--- src/rtl/regfile_if.sv ---
// Register-file access bundle: two decode read ports, one write-back port,
// plus the debug read port and committed-write counter.
interface regfile_if #(
  parameter int DW = 32,
  parameter int AW = 5
);
  logic          we;
  logic [AW-1:0] waddr;
  logic [DW-1:0] wdata;
  logic          re1;
  logic [AW-1:0] raddr1;
  logic [DW-1:0] rdata1;
  logic          re2;
  logic [AW-1:0] raddr2;
  logic [DW-1:0] rdata2;
  logic [AW-1:0] dbg_addr;
  logic [DW-1:0] dbg_data;
  logic [31:0]   wr_cnt;

  modport master (
    output we, waddr, wdata, re1, raddr1, re2, raddr2, dbg_addr,
    input  rdata1, rdata2, dbg_data, wr_cnt
  );

  modport slave (
    input  we, waddr, wdata, re1, raddr1, re2, raddr2, dbg_addr,
    output rdata1, rdata2, dbg_data, wr_cnt
  );
endinterface

--- src/rtl/regfile.sv ---
// 32 x 32 MIPS register file: two combinational read ports with same-cycle
// write-through bypass, one write port, registered debug read, write counter.
module regfile #(
  parameter int DW = 32,
  parameter int AW = 5
) (
  input  logic      clk,
  input  logic      rst,
  regfile_if.slave  bus
);
  localparam int NREG = 1 << AW;

  logic [DW-1:0] mem [NREG];
  logic [DW-1:0] dbg_q;
  logic [31:0]   cnt;

  // Priority: reset, enable, $0, bypass of the in-flight write, stored value.
  function automatic logic [DW-1:0] read_port(
    input logic          rst_n_now,
    input logic          en,
    input logic [AW-1:0] a,
    input logic          w_en,
    input logic [AW-1:0] wa,
    input logic [DW-1:0] wd,
    input logic [DW-1:0] stored
  );
    if (!rst_n_now || !en || a == '0) return '0;
    if (w_en && wa == a)              return wd;
    return stored;
  endfunction

  // Write-back / debug stage; mem[0] is cleared on reset and never written.
  always_ff @(posedge clk or negedge rst) begin
    if (!rst) begin
      for (int i = 0; i < NREG; i++) mem[i] <= '0;
      dbg_q <= '0;
      cnt   <= '0;
    end else begin
      if (bus.we && bus.waddr != '0) begin
        mem[bus.waddr] <= bus.wdata;
        cnt            <= cnt + 32'd1;
      end
      dbg_q <= (bus.dbg_addr == '0) ? '0 : mem[bus.dbg_addr];
    end
  end

  assign bus.rdata1   = read_port(rst, bus.re1, bus.raddr1, bus.we, bus.waddr,
                                  bus.wdata, mem[bus.raddr1]);
  assign bus.rdata2   = read_port(rst, bus.re2, bus.raddr2, bus.we, bus.waddr,
                                  bus.wdata, mem[bus.raddr2]);
  assign bus.dbg_data = dbg_q;
  assign bus.wr_cnt   = cnt;
endmodule
--- src/flat_wrapper.sv ---
// flat-port wrapper written by rule: the top's interface ports become plain ports
module regfile_flat 
#(
  parameter int DW = 32,
  parameter int AW = 5
)
  (clk, rst, bus_we, bus_waddr, bus_wdata, bus_re1, bus_raddr1, bus_re2, bus_raddr2, bus_dbg_addr, bus_rdata1, bus_rdata2, bus_dbg_data, bus_wr_cnt);
  regfile_if #(.DW(DW), .AW(AW)) bus_i ();
  input  logic clk;
  input  logic rst;
  input wire logic [$bits(bus_i.we)-1:0] bus_we;
  input wire logic [$bits(bus_i.waddr)-1:0] bus_waddr;
  input wire logic [$bits(bus_i.wdata)-1:0] bus_wdata;
  input wire logic [$bits(bus_i.re1)-1:0] bus_re1;
  input wire logic [$bits(bus_i.raddr1)-1:0] bus_raddr1;
  input wire logic [$bits(bus_i.re2)-1:0] bus_re2;
  input wire logic [$bits(bus_i.raddr2)-1:0] bus_raddr2;
  input wire logic [$bits(bus_i.dbg_addr)-1:0] bus_dbg_addr;
  output wire logic [$bits(bus_i.rdata1)-1:0] bus_rdata1;
  output wire logic [$bits(bus_i.rdata2)-1:0] bus_rdata2;
  output wire logic [$bits(bus_i.dbg_data)-1:0] bus_dbg_data;
  output wire logic [$bits(bus_i.wr_cnt)-1:0] bus_wr_cnt;
  assign bus_i.we = bus_we;
  assign bus_i.waddr = bus_waddr;
  assign bus_i.wdata = bus_wdata;
  assign bus_i.re1 = bus_re1;
  assign bus_i.raddr1 = bus_raddr1;
  assign bus_i.re2 = bus_re2;
  assign bus_i.raddr2 = bus_raddr2;
  assign bus_i.dbg_addr = bus_dbg_addr;
  assign bus_rdata1 = bus_i.rdata1;
  assign bus_rdata2 = bus_i.rdata2;
  assign bus_dbg_data = bus_i.dbg_data;
  assign bus_wr_cnt = bus_i.wr_cnt;
  regfile #(.DW(DW), .AW(AW)) u_core (.clk(clk), .rst(rst), .bus(bus_i));
endmodule
--- config.mk ---
export PLATFORM = sky130hd
export DESIGN_NAME = regfile_flat
export DESIGN_NICKNAME = d
export VERILOG_FILES = /design/src/rtl/regfile_if.sv /design/src/rtl/regfile.sv /design/src/flat_wrapper.sv
export SDC_FILE = /design/constraint.sdc
export NUM_CORES = 2
export LEC_CHECK = 0
export BUFFER_PORTS_ARGS = -buffer_cell sky130_fd_sc_hd__buf_2
export CORE_MARGIN = 3
export CORE_UTILIZATION = 40
export DETAILED_ROUTE_END_ITERATION = 10
export HOLD_SLACK_MARGIN = 0.03
export SETUP_SLACK_MARGIN = 0.15
export SYNTH_ARGS = -nofsm -noshare
export SYNTH_HDL_FRONTEND = slang
export SYNTH_SLANG_ARGS = --single-unit
--- constraint.sdc ---
create_clock -name clk -period 5.3 [get_ports clk]
set_input_delay 1.06 -clock clk [delete_from_list [all_inputs] [get_ports clk]]
set_output_delay 1.06 -clock clk [all_outputs]
set_load 0.005 [all_outputs]
Word-level counts from Yosys, hierarchy flattened

Index checks and enable logic that the tools add are counted.

Magnitude comparators: 5
Reduce and logical (&&, ||, !) cells: 15
Add/sub/neg operators: 1
Equal/unequal tests: 2
Bitwise logic cells: 4
Multiplexer cells: 27

Operators with widths:

| operator                | count |
|---|---|
| $bwmux W1024            | 1 |
| $mux W32                | 16 |
| $bmux W32 S5            | 3 |
| $demux W32 S5           | 1 |
| $add A32 B1 Y32 const B | 1 |
| $ge A6 B6 Y1 const B    | 4 |
| $not A5 Y6              | 4 |
| $logic_not A5 Y1        | 3 |
| $eq A5 B5 Y1            | 2 |
| $lt A6 B1 Y1 const B    | 1 |
| $mux W1                 | 6 |
| $reduce_bool A5 Y1      | 1 |
| $logic_and A1 B1 Y1     | 4 |
| $logic_or A1 B1 Y1      | 4 |
| $logic_not A1 Y1        | 3 |

Output and inout port bits: 128
Input port bits: 57
Register bits: 1088

Logic depth before layout (Yosys ltp)

Word-level depth: 7
Mapped depth: 10
Depth with buffers taken out: 5

Worst setup path after synthesis

OpenSTA, ideal clock, no wires.

Kind: in2out
From: in bus_raddr2[1]
To: out bus_rdata2[10]
Stages: 8
Slack: 1.511 ns
Data required time: 4.240 ns
Arrival: 2.729 ns
Cell sequence: buf_2 > buf_6 > buf_4 > buf_1 > mux4_2 > a22oi_1 > a21oi_1 > a221o_1

Word-level cells in the longest chain between the ends: 6

RTL lines:

| what                                                                    | RTL line                     | RTL |
|---|---|---|
| from (decl)                                                             | flat_wrapper.sv:17           | `input wire logic [$bits(bus_i.raddr2)-1:0] bus_raddr2;` |
| $not A5 Y6 (not written as such) or $eq A5 B5 Y1 (tied branches)        | regfile.sv:50, regfile.sv:28 |  |
| $bmux W32 S5 or $logic_and A1 B1 Y1 (tied branches)                     | regfile.sv:50, regfile.sv:28 |  |
| $mux W32 (not written as such) or $mux W1 (tied branches) (2 in series) | regfile.sv:50, regfile.sv:28 |  |
| $mux W32                                                                | regfile.sv:29                | `return stored;` |
| $mux W32 (*)                                                            | regfile.sv:28                | `if (w_en && wa == a) return wd;` |
| to (decl)                                                               | flat_wrapper.sv:20           | `output wire logic [$bits(bus_i.rdata2)-1:0] bus_rdata2;` |

Mark *: on every way between the ends. The rest lies on a longest branch, timed or not. The select of a mux whose other input is x is not followed.

Worst setup path in the final report

From: in bus_waddr[1]
To: out bus_rdata2[14]

Word-level cells in the longest chain between the ends: 6

RTL lines:

| what                    | RTL line           | RTL |
|---|---|---|
| from (decl)             | flat_wrapper.sv:12 | `input wire logic [$bits(bus_i.waddr)-1:0] bus_waddr;` |
| $eq A5 B5 Y1 (*)        | regfile.sv:28      |  |
| $logic_and A1 B1 Y1 (*) | regfile.sv:28      |  |
| $mux W1 (2 in series)   | regfile.sv:28      |  |
| $mux W32 (*)            | regfile.sv:29      |  |
| $mux W32 (*)            | regfile.sv:28      |  |

Marked as above.

==> results.sh <==
export IMPL_numCtsBuffers=131
export IMPL_synthMuxAreaShare_pct=45.7
export IMPL_syn_nets=4556
export IMPL_detail_route_wl_per_cell_um=33.6
export IMPL_crit_required_ns=4.24
export IMPL_die_height_um=412
export IMPL_reg2reg_setup_slack_ns=2.92
export IMPL_grt_start_max_net_pins=148
export IMPL_die_w_um=412
export IMPL_grt_overflow=0
export IMPL_synth_compound_area_share_pct=6.07
export IMPL_yosysWarnings=0
export IMPL_synth_area_top_cells="dfrtp_1 (41%), mux4_2 (24%), mux2_2 (16%)"
export IMPL_synth_top_family_by_area="multiplexers"
export IMPL_synth_top_cell_by_area="dfrtp_1"
export IMPL_cts_tree="yes"
export IMPL_drv_cap=0
export IMPL_ios=185
export IMPL_place_hpwl_um=130000
export IMPL_viasPerCell=6.65
export IMPL_synthArstFlopShare_pct=100
export IMPL_synth_avg_cell_area_um2=14.7
export IMPL_routed_via_count=44600
export IMPL_hold_class="input pin to async pin"
export IMPL_hold_violations=0
export IMPL_post_cts_buffers=0
export IMPL_dr_pass1_iters=8
export IMPL_postRouteWirelength_um=226000
export IMPL_htreeDepth=4
export IMPL_finalWeightedCongestion=0.820
export IMPL_worstSetupEndpoint="bus_rdata2[14]"
export IMPL_path_class="input pin to output pin"
export IMPL_power_mw=27.0
export IMPL_postPlaceCellArea_um2=68800
export IMPL_min_period_over_period_pct=93.7
export IMPL_r2r_start="u_core.bus.wr_cnt[3]"
export IMPL_cp_arrival_ns=3.91
export IMPL_fin_util_pct=44.9
export IMPL_critPathLaunch="bus_waddr[1]"
export IMPL_rsz0062_at_grt="false"
export IMPL_worst_pin_slew_ns=1.40
export IMPL_leakagePower_nw=31.1
export IMPL_synth_seq_cells=1088
export IMPL_layout_commonest_cell="dfrtp_1"
export IMPL_cpMostUsedCell="buf_2"
export IMPL_ctsHoldBuffers=0
export IMPL_setup_viol=0
export IMPL_fin_worst_skew_ns=0.0261
export IMPL_synth_fa_ha_area_share_pct=0.0189
export IMPL_port_buffers=184
export IMPL_syn_area_um2=66100
export IMPL_antenna_found_initial=16
export IMPL_ys_types=57
export IMPL_dieArea_um2=170000
export IMPL_cp_max_fo=10
export IMPL_synth_flop_cell="dfrtp_1"
export IMPL_core_area_um2=163000
export IMPL_ff2ff_path_depth=5
export IMPL_irDropWorstVdd_uv=351
export IMPL_grt_pass1_wl_um=327000
export IMPL_clockBufferDepth=3
export IMPL_postRouteAntennaNets=0
export IMPL_fmax_mhz=201
export IMPL_endpoint_kind="output pin"
export IMPL_drt_first_iter_violations=4499
export IMPL_insertion_delay_ns=0.78
export IMPL_slowest_delay_ns=1.10
export IMPL_initial_core_util_pct=40.4
export IMPL_period_needed_ns=4.97
export IMPL_final_nets=4481
export IMPL_worstPathCellList="buf_2 -> xnor2_1 -> nand2_1 -> nor2_1 -> nor3_2 -> buf_4 -> a221o_1 -> buf_2"
export IMPL_slowest_stage="nor3_2"
export IMPL_synth_xor_area_share_pct=0.544
export IMPL_cts_resized=0
export IMPL_drc=0
export IMPL_critPathLaunchType="input pin"
export IMPL_synth_top_area_share_pct=41.2
export IMPL_outcome="finished, final reports clean"
export IMPL_synth_edf_count=0
export IMPL_final_cell_mix="dfrtp_1 (1088), mux2_2 (913), mux4_2 (712), mux2i_1 (317), buf_2 (171)"
export IMPL_p_per_area_nw_per_um2=368
export IMPL_drive_above_1_share_pct=48.6
export IMPL_setup_tns_ns=0
export IMPL_rows=148
export IMPL_cts_sinks=1088
export IMPL_path_clk_slew_ns=0.06
export IMPL_synth_seq_area_share_pct=41.2
export IMPL_cts_root_buffer="clkbuf_16"
export IMPL_grt_pass1_vias=44800
export IMPL_final_cell_area_um2=73300
export IMPL_maxSlewViolCount=0
export IMPL_synthCells=4498
export IMPL_maxSlewHeadroom_pct=6.46
export IMPL_syn_to_final_growth_pct=10.9
export IMPL_reg2reg_to="u_core.bus.wr_cnt[29]"
export IMPL_yosys_area_share_simple_pct=1.93
export IMPL_grt_use_total_pct=26.5
-- per-stage QoR --
stage	setup slack [ns]	hold WS (ns)	instances
finish	0.332	0.417	6703
global route	0.420	0.428	6696
CTS	0.450	0.394	6696
detailed placement	0.466	0.404	6465
global placement	0.494	0.401	6465
floorplan	1.51	0.458	4498
-- report_power, final --
group	internal, mW	leakage (nW)	switching (mW)	total, mW
logic	3.60	14.9	2.47	6.07
clock network	5.77	2.19	3.77	9.54
registers	9.88	14.0	1.50	11.4
total	19.3	31.1	7.74	27.0
-- routing by layer --
layer	wire length, µm	part of all wire (%)	track usage, %
met5	23	0.010	0
met4	8570	3.8	9.67
met3	19900	8.8	6.52
met2	104000	46	40.8
met1	93300	41	36.3
-- critical path: cells and delay by family --
family / cells / cell delay (ns)
simple gates: 3 / 1.41
buf+inv: 3 / 0.90
compound gates: 1 / 0.40
xor+xnor: 1 / 0.12
-- how the worst min path moves through the flow --
stage	from	endpoint	slack, ns	cells after the start
after detailed placement	u_core.mem[1008]	u_core.mem[1008]	0.40	0
after CTS	rst	u_core.bus.dbg_data[31]	0.39	2
final	rst	u_core.bus.dbg_data[31]	0.42	2
after global placement	u_core.mem[1004]	u_core.mem[1004]	0.40	0
after floorplan	u_core.mem[1000]	u_core.mem[1000]	0.46	1
after global routing	rst	u_core.bus.dbg_data[31]	0.43	2
-- kinds of logic (layout without fill, tap and decap cells) --
logic type	Yosys count	after routing
buf+inv	563	586
xor+xnor	41	41
other cells	0	7
mux	2005	2005
simple gates	250	250
compound gates	550	550
flops	1088	1088
fa+ha+maj	1	1
-- final cells by class --
class                           count  area (µm²)
Multi-Input combinational cell   2847       36200
Inverter                           38         145
Timing Repair Buffer              317        2520
Fill cell                       14600       90000
Sequential cell                  1088       27200
Tap cell                         2175        2720
Antenna cell                        7        17.5
Clock inverter                     44         733
Clock buffer                      187        3750
-- synth_stat cells (7+ instances only) --
master and number:
nand2_1 89, and3_1 8, mux2_1 63, nand4_1 8, nor2b_1 63, a22oi_1 65
nor2_1 28, dfrtp_1 1088, buf_1 42, mux2i_1 317, clkbuf_1 249, inv_1 38
a221o_1 56, a211oi_1 59, a21oi_1 123, buf_6 57, xor2_1 7, buf_4 64
a221oi_1 118, mux4_2 712, o21ai_1 32, xnor2_1 34, o21ai_0 21, buf_2 107
mux2_2 913, nand3_1 17, o21bai_1 56, nor3_1 8
-- flip-flops by register name (all words and copies together), names as in the netlist --
register / flops
u_core.mem: 1024
u_core.bus.wr_cnt: 32
u_core.bus.dbg_data: 32
Note: power is estimated with default switching activity, not from simulation.
